$ cat config.mk
export PLATFORM = sky130hd
export DESIGN_NAME = tdm_demux8
export DESIGN_NICKNAME = d
export VERILOG_FILES = /design/src/rtl/tdm_demux8.sv
export SDC_FILE = /design/constraint.sdc
export NUM_CORES = 1
export LEC_CHECK = 0
export CORE_MARGIN = 2
export CORE_UTILIZATION = 57
export DETAILED_ROUTE_END_ITERATION = 16
export HOLD_SLACK_MARGIN = 0.03
export PLACE_DENSITY = 0.85
export SYNTH_ARGS = -nofsm -noshare
export SYNTH_HDL_FRONTEND = slang
export SYNTH_SLANG_ARGS = --single-unit
$ cat constraint.sdc
create_clock -name clk -period 5.2 [get_ports clk]
set_clock_uncertainty 0.2 [all_clocks]
set_input_delay 0.78 -clock clk [delete_from_list [all_inputs] [get_ports clk]]
set_output_delay 0.78 -clock clk [all_outputs]
set_load 0.05 [all_outputs]
$ cat src/rtl/tdm_demux8.sv
// tdm_demux8: 8-slot TDM demultiplexer, slot-7 sample -> parallel frame on y one edge later; TDM_DEMUX_OVF_CNT_EN adds ovf_cnt.
// Input never stalls; a frame completing while the output is held (yv & !yr) is dropped and flagged on ovf.
module tdm_demux8 #(
  parameter int W = 8
) (
  input  logic           clk,
  input  logic           rst_n,
  input  logic [W-1:0]   d,
  input  logic           dv,
  input  logic           sof,
  output logic [8*W-1:0] y,
  output logic           yv,
  input  logic           yr,
  output logic [2:0]     s,
  output logic           err,
`ifdef TDM_DEMUX_OVF_CNT_EN
  output logic           ovf,
  output logic [7:0]     ovf_cnt
`else
  output logic           ovf
`endif
);

  localparam logic [0:0] IDLE    = 1'b0;
  localparam logic [0:0] COLLECT = 1'b1;

  logic [0:0]     state;
  logic [W-1:0]   stage [0:6];
  logic           accept;
  logic           realign;
  logic           complete;
  logic           consume;
  logic           load;
  logic           drop;
  logic [2:0]     slot;
  logic [8*W-1:0] frame;

  always_comb begin
    accept   = dv && (sof || (state == COLLECT));
    // a qualified sof always forces slot 0, which also covers the realign case
    slot     = sof ? 3'd0 : s;
    realign  = dv && sof && (state == COLLECT) && (s != 3'd0);
    complete = accept && (slot == 3'd7);
    consume  = yv && yr;
    load     = complete && (!yv || yr);
    drop     = complete && yv && !yr;
    frame    = '0;
    for (int k = 0; k < 7; k++) begin
      frame[W*k +: W] = stage[k];
    end
    frame[W*7 +: W] = d;
  end

  always_ff @(posedge clk or negedge rst_n) begin
    if (!rst_n) begin
      state <= IDLE;
      s     <= 3'd0;
      for (int k = 0; k < 7; k++) begin
        stage[k] <= '0;
      end
    end else if (accept) begin
      state <= COLLECT;
      s     <= slot + 3'd1;
      for (int k = 0; k < 7; k++) begin
        if (slot == 3'(k)) begin
          stage[k] <= d;
        end
      end
    end
  end

  always_ff @(posedge clk or negedge rst_n) begin
    if (!rst_n) begin
      y   <= '0;
      yv  <= 1'b0;
      err <= 1'b0;
      ovf <= 1'b0;
    end else begin
      err <= realign;
      ovf <= drop;
      if (load) begin
        y  <= frame;
        yv <= 1'b1;
      end else if (consume) begin
        yv <= 1'b0;
      end
    end
  end

`ifdef TDM_DEMUX_OVF_CNT_EN
  always_ff @(posedge clk or negedge rst_n) begin
    if (!rst_n) begin
      ovf_cnt <= 8'd0;
    end else if (drop && consume) begin
      ovf_cnt <= 8'd1;
    end else if (drop) begin
      if (ovf_cnt != 8'hFF) begin
        ovf_cnt <= ovf_cnt + 8'd1;
      end
    end else if (consume) begin
      ovf_cnt <= 8'd0;
    end
  end
`endif

endmodule

==> results.sh <==
export IMPL_outcome="complete, no violations"
export IMPL_htree_levels=4
export IMPL_instances_no_fill=510
export IMPL_final_cell_mix="dfrtp_1 (127), clkdlybuf4s50_1 (81), mux2_2 (61)"
export IMPL_drtIter0Drc=93
export IMPL_place_congestion=0.825
export IMPL_finalSetupViolCount=0
export IMPL_final_area_um2=6720
export IMPL_slowest_delay_ns=0.70
export IMPL_drtPass1Iterations=4
export IMPL_grt_pass1_wl_mm=16.6
export IMPL_io_pin_count=83
export IMPL_post_cts_buffers=0
export IMPL_cp_start_kind="primary input"
export IMPL_rsz0062_at_grt="no"
export IMPL_mappedNetlistArea_um2=5260
export IMPL_ys_seq_area_share_pct=60.4
export IMPL_worstHoldPathType="flop to flop"
export IMPL_vdd_ir_drop_max_uv=325
export IMPL_nNetsFinal=405
export IMPL_io_buffers=82
export IMPL_antenna_found_initial=0
export IMPL_drive_gt1_share_pct=41.9
export IMPL_post_route_period_util_pct=64.7
export IMPL_cts_resized=0
export IMPL_total_power_w=0.00334
export IMPL_cp_top_family="buffers and inverters"
export IMPL_placedCellCount=477
export IMPL_hold_viol=0
export IMPL_crit_chain="clkdlybuf4s50_1, nor2b_1, ha_1, o211ai_4, nor2b_4, buf_12, mux2_2"
export IMPL_initial_utilization_pct=57.7
export IMPL_netlist_instances=293
export IMPL_cp_max_fo=64
export IMPL_tns_ns=0
export IMPL_n_antenna_cell=0
export IMPL_antenna_left=0
export IMPL_ys_warn_count=0
export IMPL_route_detailed_drc=0
export IMPL_cts_made_buffers=17
export IMPL_slew_headroom_pct=54.8
export IMPL_cp_arrival_ns=3.55
export IMPL_fp_row_count=35
export IMPL_fillerInstances=552
export IMPL_placed_cell_area_um2=6080
export IMPL_fp_dieH_um=100
export IMPL_p_leak_nw=3.11
export IMPL_tritoncts="done"
export IMPL_grt_overflow_total=0
export IMPL_fin_crit_ns=3.36
export IMPL_core_area_um2=9110
export IMPL_critPathBufInv=2
export IMPL_routed_wl_mm=10.2
export IMPL_cts_sinks=127
export IMPL_hpwl_mm=6.20
export IMPL_ys_ff_latch=127
export IMPL_clock_latency_ns=0.50
export IMPL_p_per_area_nw_per_um2=498
export IMPL_critPathSlowestCell="clkdlybuf4s50_1"
export IMPL_avgViaCountPerCell=5.39
export IMPL_die_width_um=100
export IMPL_worstMarginPinSlew_ns=0.678
export IMPL_wire_per_inst_um=20.1
export IMPL_maxCapViolCount=0
export IMPL_clk_pin_slew_ns=0.06
export IMPL_path_class="primary input to flop"
export IMPL_cts_max_path_buffers=2
export IMPL_syn_to_final_growth_pct=27.8
export IMPL_vias=2751
export IMPL_hold_buffers=1
export IMPL_synth_fp_nets=312
export IMPL_clock_fmax_mhz=297
export IMPL_synth_avg_cell_area_um2=18.0
export IMPL_die_area_um2=10000
export IMPL_final_max_slew_viol_count=0
export IMPL_grtUsageTotal_pct=22.4
export IMPL_crit_path_end_kind="flop"
export IMPL_cp_required_ns=5.39
export IMPL_cts_root_buf="clkbuf_8"
export IMPL_mostFrequentLayoutCell="dfrtp_1"
export IMPL_ys_types=26
export IMPL_grt_pass1_vias=2939
export IMPL_grt_max_degree=65
-- final cells by class --
type,instances,area (µm²),area share [%]
inverters,3,11.3,0.168
flip-flops and latches,127,3180,47.3
repair buffers,86,863,12.8
clock inverters,11,186,2.77
clock buffers,21,449,6.68
multi-input cells,151,1900,28.2
well taps,111,139,2.07
-- worst paths after layout --
kind | from | endpoint | slack [ns] | depth (start not counted)
worst max register to register | s[2] | y[63] | 2.43 | 6
worst min-delay path | frame[26] | y[26] | 0.30 | 1
min in group asynchronous | rst_n | y[44] | 0.56 | 2
worst max-delay path | sof | y[63] | 1.84 | 7
max in group asynchronous | rst_n | y[24] | 3.21 | 3
worst min register to register | frame[26] | y[26] | 0.30 | 1
-- power by group --
part	internal (W)	switching, W
Sequential	0.00123	0.000140
Combinational	0.000335	0.000373
Clock	0.000850	0.000417
-- routing by layer --
layer	track usage [%]	vias to the layer above	part of all wire, %
met5	0	-	0
met4	7.17	0	1.0
met3	6.69	9	4.5
met2	35.1	69	50
met1	30.5	1448	45
li1	-	1225	-
-- cell usage after synthesis, drive strengths merged --
cell type,count,area [µm²]
a21o,1,8.76
a21oi,1,5.00
and2,1,7.51
buf,12,180
dfrtp,127,3180
ha,6,75.1
inv,3,11.3
mux2,122,1600
nand2,1,3.75
nand2b,1,6.26
nand3,2,20.0
nand4,1,21.3
nor2,2,7.51
nor2b,5,41.3
o211ai,5,71.3
o21ai,1,5.00
o22a,1,8.76
o311a,1,10.0
-- kinds of logic after synthesis --
family / synth area share (%)
adder cells (fa/ha/maj): 1.43
AO/OA/AOI/OAI: 2.07
buffers and inverters: 3.64
flip-flops: 60.4
multiplexers: 30.4
AND/OR/NAND/NOR: 2.05
-- flip-flops by register name, summed over array words and instances, names as in the netlist --
| register | cells |
|---|---|
| yv | 1 |
| y | 64 |
| s | 3 |
| state | 1 |
| frame | 56 |
| ovf | 1 |
| err | 1 |
-- through the flow --
stage / util [%] / hold slack, ns / worst slack (ns)
floorplan: - / 0.264 / 2.54
global placement: 66.7 / 0.275 / 1.57
detailed placement: 66.7 / 0.283 / 1.40
CTS: 73.8 / 0.302 / 1.89
global route: 73.8 / 0.306 / 1.78
finish: 73.8 / 0.298 / 1.84
-- worst register-to-register path, cell delays in order (launching register included) --
cell	delay [ns]
dfrtp_1	0.46
nor2b_1	0.53
ha_1	0.31
o211ai_4	0.11
nor2b_4	0.17
buf_12	0.37
mux2_2	0.50
No activity file was read; power rests on OpenSTA's default activity.
